### config.mk
export PLATFORM = sky130hd
export DESIGN_NAME = pipe_stage_regs_flat
export DESIGN_NICKNAME = d
export VERILOG_FILES = /design/src/rtl/pipe_stage_regs_if.sv /design/src/rtl/pipe_stage_regs.sv /design/src/flat_wrapper.sv
export SDC_FILE = /design/constraint.sdc
export NUM_CORES = 1
export LEC_CHECK = 0
export ABC_AREA = 0
export CORE_AREA = 2 2 173 175
export CTS_CLUSTER_DIAMETER = 150
export DETAILED_ROUTE_END_ITERATION = 16
export DIE_AREA = 0 0 175 177
export GPL_ROUTABILITY_DRIVEN = 0
export GPL_TIMING_DRIVEN = 0
export HOLD_SLACK_MARGIN = 0.1
export MAX_ROUTING_LAYER = met4
export PLACE_DENSITY = 0.65
export SETUP_SLACK_MARGIN = 0.1
export SLEW_MARGIN = 5
export SYNTH_ARGS = -nofsm -noshare
export SYNTH_HDL_FRONTEND = slang
export SYNTH_SLANG_ARGS = --single-unit
### constraint.sdc
create_clock -name clk -period 1.39 [get_ports clk]
set_input_delay 0.139 -clock clk [delete_from_list [all_inputs] [get_ports clk]]
set_output_delay 0.139 -clock clk [all_outputs]
set_load 0.01 [all_outputs]
### src/rtl/pipe_stage_regs_if.sv
// Bundle of the hazard-control inputs, fetch/decode datapath inputs and the
// registered PC, IF/ID and ID/EX outputs of pipe_stage_regs.
// master: the surrounding pipeline (drives controls and operands).
// slave:  the stage-register block itself.
interface pipe_stage_regs_if #(
  parameter int WIDTH      = 32,
  parameter int CTRL_WIDTH = 12
);
  logic                  f_stall;
  logic                  d_stall;
  logic                  d_flush;
  logic                  e_flush;
  logic [WIDTH-1:0]      f_pc_next;
  logic [WIDTH-1:0]      f_pc;
  logic [WIDTH-1:0]      f_instr;
  logic [WIDTH-1:0]      f_pc_plus4;
  logic [WIDTH-1:0]      d_instr;
  logic [WIDTH-1:0]      d_pc_plus4;
  logic                  d_valid;
  logic [WIDTH-1:0]      d_rd0;
  logic [WIDTH-1:0]      d_rd1;
  logic [WIDTH-1:0]      d_imm;
  logic [4:0]            d_rs;
  logic [4:0]            d_rt;
  logic [4:0]            d_rd;
  logic [CTRL_WIDTH-1:0] d_ctrl;
  logic [WIDTH-1:0]      e_rd0;
  logic [WIDTH-1:0]      e_rd1;
  logic [WIDTH-1:0]      e_imm;
  logic [4:0]            e_rs;
  logic [4:0]            e_rt;
  logic [4:0]            e_rd;
  logic [CTRL_WIDTH-1:0] e_ctrl;
  logic                  e_valid;

  modport master (
    output f_stall, d_stall, d_flush, e_flush,
    output f_pc_next, f_instr, f_pc_plus4,
    output d_rd0, d_rd1, d_imm, d_rs, d_rt, d_rd, d_ctrl,
    input  f_pc, d_instr, d_pc_plus4, d_valid,
    input  e_rd0, e_rd1, e_imm, e_rs, e_rt, e_rd, e_ctrl, e_valid
  );

  modport slave (
    input  f_stall, d_stall, d_flush, e_flush,
    input  f_pc_next, f_instr, f_pc_plus4,
    input  d_rd0, d_rd1, d_imm, d_rs, d_rt, d_rd, d_ctrl,
    output f_pc, d_instr, d_pc_plus4, d_valid,
    output e_rd0, e_rd1, e_imm, e_rs, e_rt, e_rd, e_ctrl, e_valid
  );
endinterface

### src/rtl/pipe_stage_regs.sv
// PC register, IF/ID and ID/EX pipeline registers with freeze, flush and
// bubble insertion driven by the hazard unit. Every stage carries a valid bit
// so bubbles can be told apart from real instructions.
// Optional macro PIPE_STAGE_PERF_CNT_EN adds saturating stall_cycles and
// bubble_count counters as extra output ports.
module pipe_stage_regs #(
  parameter int               WIDTH      = 32,
  parameter int               CTRL_WIDTH = 12,
  parameter logic [WIDTH-1:0] RESET_PC   = 32'h0000_0000,
  parameter int               CNT_WIDTH  = 16
) (
  input  logic                 clk,
  input  logic                 reset,
  pipe_stage_regs_if.slave     bus
`ifdef PIPE_STAGE_PERF_CNT_EN
  ,
  output logic [CNT_WIDTH-1:0] stall_cycles,
  output logic [CNT_WIDTH-1:0] bubble_count
`endif
);

  logic [WIDTH-1:0]      pc_q, pc_d;
  logic [WIDTH-1:0]      d_instr_q, d_instr_d;
  logic [WIDTH-1:0]      d_pc_plus4_q, d_pc_plus4_d;
  logic                  d_valid_q, d_valid_d;
  logic [WIDTH-1:0]      e_rd0_q, e_rd0_d;
  logic [WIDTH-1:0]      e_rd1_q, e_rd1_d;
  logic [WIDTH-1:0]      e_imm_q, e_imm_d;
  logic [4:0]            e_rs_q, e_rs_d;
  logic [4:0]            e_rt_q, e_rt_d;
  logic [4:0]            e_rd_q, e_rd_d;
  logic [CTRL_WIDTH-1:0] e_ctrl_q, e_ctrl_d;
  logic                  e_valid_q, e_valid_d;

  // PC: hold while fetch is frozen, otherwise follow the PC mux
  always_comb begin
    pc_d = bus.f_stall ? pc_q : bus.f_pc_next;
  end

  // IF/ID: stall beats flush (a branch resolved under stall is re-flushed later)
  always_comb begin
    d_instr_d    = d_instr_q;
    d_pc_plus4_d = d_pc_plus4_q;
    d_valid_d    = d_valid_q;
    if (!bus.d_stall) begin
      if (bus.d_flush) begin
        d_instr_d    = '0;
        d_pc_plus4_d = '0;
        d_valid_d    = 1'b0;
      end else begin
        d_instr_d    = bus.f_instr;
        d_pc_plus4_d = bus.f_pc_plus4;
        d_valid_d    = 1'b1;
      end
    end
  end

  // ID/EX: bubbles carry zero indices and zero control so they have no side effects
  always_comb begin
    e_rd0_d   = '0;
    e_rd1_d   = '0;
    e_imm_d   = '0;
    e_rs_d    = '0;
    e_rt_d    = '0;
    e_rd_d    = '0;
    e_ctrl_d  = '0;
    e_valid_d = 1'b0;
    if (!bus.e_flush) begin
      e_rd0_d   = bus.d_rd0;
      e_rd1_d   = bus.d_rd1;
      e_imm_d   = bus.d_imm;
      e_rs_d    = bus.d_rs;
      e_rt_d    = bus.d_rt;
      e_rd_d    = bus.d_rd;
      e_ctrl_d  = d_valid_q ? bus.d_ctrl : '0;
      e_valid_d = d_valid_q;
    end
  end

  // State update; reset overrides any concurrent stall or flush
  always_ff @(posedge clk) begin
    if (!reset) begin
      pc_q         <= RESET_PC;
      d_instr_q    <= '0;
      d_pc_plus4_q <= '0;
      d_valid_q    <= 1'b0;
      e_rd0_q      <= '0;
      e_rd1_q      <= '0;
      e_imm_q      <= '0;
      e_rs_q       <= '0;
      e_rt_q       <= '0;
      e_rd_q       <= '0;
      e_ctrl_q     <= '0;
      e_valid_q    <= 1'b0;
    end else begin
      pc_q         <= pc_d;
      d_instr_q    <= d_instr_d;
      d_pc_plus4_q <= d_pc_plus4_d;
      d_valid_q    <= d_valid_d;
      e_rd0_q      <= e_rd0_d;
      e_rd1_q      <= e_rd1_d;
      e_imm_q      <= e_imm_d;
      e_rs_q       <= e_rs_d;
      e_rt_q       <= e_rt_d;
      e_rd_q       <= e_rd_d;
      e_ctrl_q     <= e_ctrl_d;
      e_valid_q    <= e_valid_d;
    end
  end

  assign bus.f_pc       = pc_q;
  assign bus.d_instr    = d_instr_q;
  assign bus.d_pc_plus4 = d_pc_plus4_q;
  assign bus.d_valid    = d_valid_q;
  assign bus.e_rd0      = e_rd0_q;
  assign bus.e_rd1      = e_rd1_q;
  assign bus.e_imm      = e_imm_q;
  assign bus.e_rs       = e_rs_q;
  assign bus.e_rt       = e_rt_q;
  assign bus.e_rd       = e_rd_q;
  assign bus.e_ctrl     = e_ctrl_q;
  assign bus.e_valid    = e_valid_q;

`ifdef PIPE_STAGE_PERF_CNT_EN
  logic [CNT_WIDTH-1:0] stall_cycles_q, stall_cycles_d;
  logic [CNT_WIDTH-1:0] bubble_count_q, bubble_count_d;

  function automatic logic [CNT_WIDTH-1:0] sat_inc(input logic [CNT_WIDTH-1:0] v);
    return (&v) ? v : v + {{(CNT_WIDTH-1){1'b0}}, 1'b1};
  endfunction

  // Counters: a bubble is either an EX flush or an unstalled decode flush
  always_comb begin
    stall_cycles_d = bus.f_stall ? sat_inc(stall_cycles_q) : stall_cycles_q;
    bubble_count_d = (bus.e_flush || (bus.d_flush && !bus.d_stall)) ?
                     sat_inc(bubble_count_q) : bubble_count_q;
  end

  // Counter state update
  always_ff @(posedge clk) begin
    if (!reset) begin
      stall_cycles_q <= '0;
      bubble_count_q <= '0;
    end else begin
      stall_cycles_q <= stall_cycles_d;
      bubble_count_q <= bubble_count_d;
    end
  end

  assign stall_cycles = stall_cycles_q;
  assign bubble_count = bubble_count_q;
`else
  logic unused_cnt_width;
  assign unused_cnt_width = (CNT_WIDTH > 0);
`endif

endmodule
### src/flat_wrapper.sv
// flat-port wrapper written by rule: the top's interface ports become plain ports
module pipe_stage_regs_flat 
#(
  parameter int               WIDTH      = 32,
  parameter int               CTRL_WIDTH = 12,
  parameter logic [WIDTH-1:0] RESET_PC   = 32'h0000_0000,
  parameter int               CNT_WIDTH  = 16
)
  (clk, reset, bus_f_stall, bus_d_stall, bus_d_flush, bus_e_flush, bus_f_pc_next, bus_f_instr, bus_f_pc_plus4, bus_d_rd0, bus_d_rd1, bus_d_imm, bus_d_rs, bus_d_rt, bus_d_rd, bus_d_ctrl, bus_f_pc, bus_d_instr, bus_d_pc_plus4, bus_d_valid, bus_e_rd0, bus_e_rd1, bus_e_imm, bus_e_rs, bus_e_rt, bus_e_rd, bus_e_ctrl, bus_e_valid);
  pipe_stage_regs_if #(.WIDTH(WIDTH), .CTRL_WIDTH(CTRL_WIDTH)) bus_i ();
  input  logic clk;
  input  logic reset;
  input wire logic [$bits(bus_i.f_stall)-1:0] bus_f_stall;
  input wire logic [$bits(bus_i.d_stall)-1:0] bus_d_stall;
  input wire logic [$bits(bus_i.d_flush)-1:0] bus_d_flush;
  input wire logic [$bits(bus_i.e_flush)-1:0] bus_e_flush;
  input wire logic [$bits(bus_i.f_pc_next)-1:0] bus_f_pc_next;
  input wire logic [$bits(bus_i.f_instr)-1:0] bus_f_instr;
  input wire logic [$bits(bus_i.f_pc_plus4)-1:0] bus_f_pc_plus4;
  input wire logic [$bits(bus_i.d_rd0)-1:0] bus_d_rd0;
  input wire logic [$bits(bus_i.d_rd1)-1:0] bus_d_rd1;
  input wire logic [$bits(bus_i.d_imm)-1:0] bus_d_imm;
  input wire logic [$bits(bus_i.d_rs)-1:0] bus_d_rs;
  input wire logic [$bits(bus_i.d_rt)-1:0] bus_d_rt;
  input wire logic [$bits(bus_i.d_rd)-1:0] bus_d_rd;
  input wire logic [$bits(bus_i.d_ctrl)-1:0] bus_d_ctrl;
  output wire logic [$bits(bus_i.f_pc)-1:0] bus_f_pc;
  output wire logic [$bits(bus_i.d_instr)-1:0] bus_d_instr;
  output wire logic [$bits(bus_i.d_pc_plus4)-1:0] bus_d_pc_plus4;
  output wire logic [$bits(bus_i.d_valid)-1:0] bus_d_valid;
  output wire logic [$bits(bus_i.e_rd0)-1:0] bus_e_rd0;
  output wire logic [$bits(bus_i.e_rd1)-1:0] bus_e_rd1;
  output wire logic [$bits(bus_i.e_imm)-1:0] bus_e_imm;
  output wire logic [$bits(bus_i.e_rs)-1:0] bus_e_rs;
  output wire logic [$bits(bus_i.e_rt)-1:0] bus_e_rt;
  output wire logic [$bits(bus_i.e_rd)-1:0] bus_e_rd;
  output wire logic [$bits(bus_i.e_ctrl)-1:0] bus_e_ctrl;
  output wire logic [$bits(bus_i.e_valid)-1:0] bus_e_valid;
  assign bus_i.f_stall = bus_f_stall;
  assign bus_i.d_stall = bus_d_stall;
  assign bus_i.d_flush = bus_d_flush;
  assign bus_i.e_flush = bus_e_flush;
  assign bus_i.f_pc_next = bus_f_pc_next;
  assign bus_i.f_instr = bus_f_instr;
  assign bus_i.f_pc_plus4 = bus_f_pc_plus4;
  assign bus_i.d_rd0 = bus_d_rd0;
  assign bus_i.d_rd1 = bus_d_rd1;
  assign bus_i.d_imm = bus_d_imm;
  assign bus_i.d_rs = bus_d_rs;
  assign bus_i.d_rt = bus_d_rt;
  assign bus_i.d_rd = bus_d_rd;
  assign bus_i.d_ctrl = bus_d_ctrl;
  assign bus_f_pc = bus_i.f_pc;
  assign bus_d_instr = bus_i.d_instr;
  assign bus_d_pc_plus4 = bus_i.d_pc_plus4;
  assign bus_d_valid = bus_i.d_valid;
  assign bus_e_rd0 = bus_i.e_rd0;
  assign bus_e_rd1 = bus_i.e_rd1;
  assign bus_e_imm = bus_i.e_imm;
  assign bus_e_rs = bus_i.e_rs;
  assign bus_e_rt = bus_i.e_rt;
  assign bus_e_rd = bus_i.e_rd;
  assign bus_e_ctrl = bus_i.e_ctrl;
  assign bus_e_valid = bus_i.e_valid;
  pipe_stage_regs #(.WIDTH(WIDTH), .CTRL_WIDTH(CTRL_WIDTH), .RESET_PC(RESET_PC), .CNT_WIDTH(CNT_WIDTH)) u_core (.clk(clk), .reset(reset), .bus(bus_i));
endmodule
==> metrics.cfg <==
[outcome]
status = finished clean

[layout]
drive_above_1_share = 0.132
synthToLayoutAreaGrowth_pct = 76.1
finalInstanceArea_um2 = 12300
diodes = 0
nets = 1350

[die]
start_util = 0.238
core_um2 = 29200
die_w_um = 175
die_h_um = 177
row_count = 63
io-pin-count = 446
die_area_um2 = 31000

[logic_synthesis]
postSynthCellCount = 654
yosysMostFrequentCell = dfxtp_1
synth-seq-cells = 221
synth_ff_type = dfxtp_1
yosys-top-cells-area = dfxtp_1, and2_1, mux2i_1
synth.distinct_cells = 20
synth_nets = 879
netlist_area_um2 = 6970
synth_common_cells = dfxtp_1, and2_1, nand2_1
synth-edff-count = 0
synth_area_leader_cell = dfxtp_1
ys_seq_area_frac = 0.635
avgSynthCellArea_um2 = 10.7
synth_top_area_frac = 0.635
async_flop_share = 0
yosysWarnings = 0

[grt]
busiest_layer = met2
gr-total-overflow = 0
grt_use_total = 0.152
use_met1 = 0.173
grt_pass1_vias = 6121
grt_max_degree = 13
antenna_found_initial = 0
grt_use_met3 = 0.0470
grt_use_met2 = 0.264
grt_pass1_wl_mm = 35.7

[routing]
drt_iter0_markers = 238
dr_total_vias = 6152
wl_mm = 24.2
dr.pass1.iters = 4
drc = 0
ant_nets = 0
drt-wirelength-per-cell_um = 15.8
avgViaCountPerCell = 4.02

[cts]
clkSinkCount = 221
clock_latency_ps = 510
cts_setup_buffers = 0
clock-root-buffer = clkbuf_16
cts_tree = done
htreeDepth = 1
clk_pin_slew_ps = 60
numCtsBuffers = 25
clock_path_buffers = 3

[place]
dp_hpwl_mm = 18.8
place_ws_ps = -392
placed_area_um2 = 11900
io_buffers = 443

[sta]
skew_ps = 13.0
fin_ws_ps = 143
max_freq_mhz = 802
rsz0062_at_grt = no
tightest_slew_ps = 460
slew_violations = 0
finalCritPeriodShare = 0.897
hold_violations = 0
timing.slew.headroom = 0.693
setup_violations = 0
finalCriticalPeriod_ps = 1250
hold-worst-slack_ps = 144

[power]
p_sw_w = 0.00331
pwr_density_cell_nw_per_um2 = 1200
irDropWorstVdd_mv = 0.647
p_comb_frac = 0.115
power_frac_seq = 0.454
p_leak_nw = 5.51
p_int_w = 0.0114
clock_power_share = 0.431
power_w = 0.0148
switching_share = 0.224

[setup_path]
r2r_slack_ps = 310
path_class = reg -> out
cp_top_family = flip-flops
required_ps = 1250
cpPeakStageDelay_ps = 340
critPathLaunchType = register
path_buf_inv = 1
worstPathArrival_ps = 1110
crit_chain = clkdlybuf4s15_1
worst-path-max-fanout = 2
critical_path.slowest_cell = dfxtp_1
endpoint_kind = primary output

[hold_path]
hp-class = in -> reg

[run]
drv_cap = 0

==> layout by cell type, fill, tap and decap left out, types with 35 or more instances in the layout <==
cell type,Yosys,routed
clkdlybuf4s15_1,0,46
clkbuf_2,6,48
dlygate4sd2_1,0,105
o21ai_1,59,59
nand2_1,64,64
clkdlybuf4s50_1,0,222
buf_2,17,35
nand3_1,63,63
dfxtp_1,221,216
and2_1,112,112
==> path summary, 6_finish.rpt <==
| path | from | endpoint | cells past startpoint |
|---|---|---|---|
| hold reg to reg | u_core.bus.d_instr[22] | u_core.bus.d_instr[22] | 2 |
| setup / recovery | u_core.bus.f_pc[17] | bus_f_pc[17] | 1 |
| setup reg to reg | u_core.bus.d_valid | u_core.bus.e_ctrl[0] | 2 |
| hold / removal | reset | u_core.bus.d_pc_plus4[28] | 3 |
==> sequential cells by signal, indices dropped and copies added (netlist names) <==
name and cells:
u_core.bus.d_pc_plus4 32, u_core.bus.e_rs 5, u_core.bus.e_imm 32, u_core.bus.e_rd1 32, u_core.bus.d_valid 1, u_core.bus.e_valid 1, u_core.bus.e_rd 5, u_core.bus.e_ctrl 12
u_core.bus.f_pc 32, u_core.bus.e_rt 5, u_core.bus.d_instr 32, u_core.bus.e_rd0 32
==> metal layers <==
metal  wire (um)  vias up
met1        9580     2766
met3        2240       33
li1            -     3063
met5           0        -
met2       12000      290
met4         386        0
==> power by group through the flow <==
stage	registers (W)	clock network, W	logic [W]
2_1_floorplan	0.00697	0	0.000465
5_1_grt	0.00673	0.00682	0.00184
3_3_place_gp	0.00684	0	0.00189
3_5_place_dp	0.00685	0	0.00190
4_1_cts	0.00671	0.00657	0.00175
6_report	0.00670	0.00636	0.00170
==> logic make-up (layout without fill, tap and decap cells) <==
logic type | after synthesis | count (layout) | synth area share
buffers and inverters | 50 | 536 | 0.0478
multiplexers | 32 | 32 | 0.0460
flip-flops | 221 | 221 | 0.635
AND/OR/NAND/NOR | 286 | 286 | 0.224
AO/OA/AOI/OAI | 65 | 65 | 0.0476
==> area by class of cell <==
class / instances / area [um2]
flip-flops and latches: 221 / 4430
clock buffers: 37 / 701
plain buffers: 50 / 334
fillers: 2865 / 17000
repair buffers: 444 / 4030
well taps: 390 / 488
clock inverters: 5 / 75.1
multi-input cells: 383 / 2210
==> per-stage QoR <==
stage,std cells,utilization,TNS [ps]
5_1_grt,1530,0.420,0
3_3_place_gp,1487,0.407,-6350
6_report,1530,0.420,0
3_5_place_dp,1487,0.407,-7790
4_1_cts,1530,0.427,0
2_1_floorplan,654,-,0
==> timing repair <==
item	4_1_cts	5_1_grt
hold buffers	1	0
endpoints found under the hold margin	2	0
setup endpoints to repair	231	90
resized for setup	350	84
No activity file was read; power rests on OpenSTA's default activity.
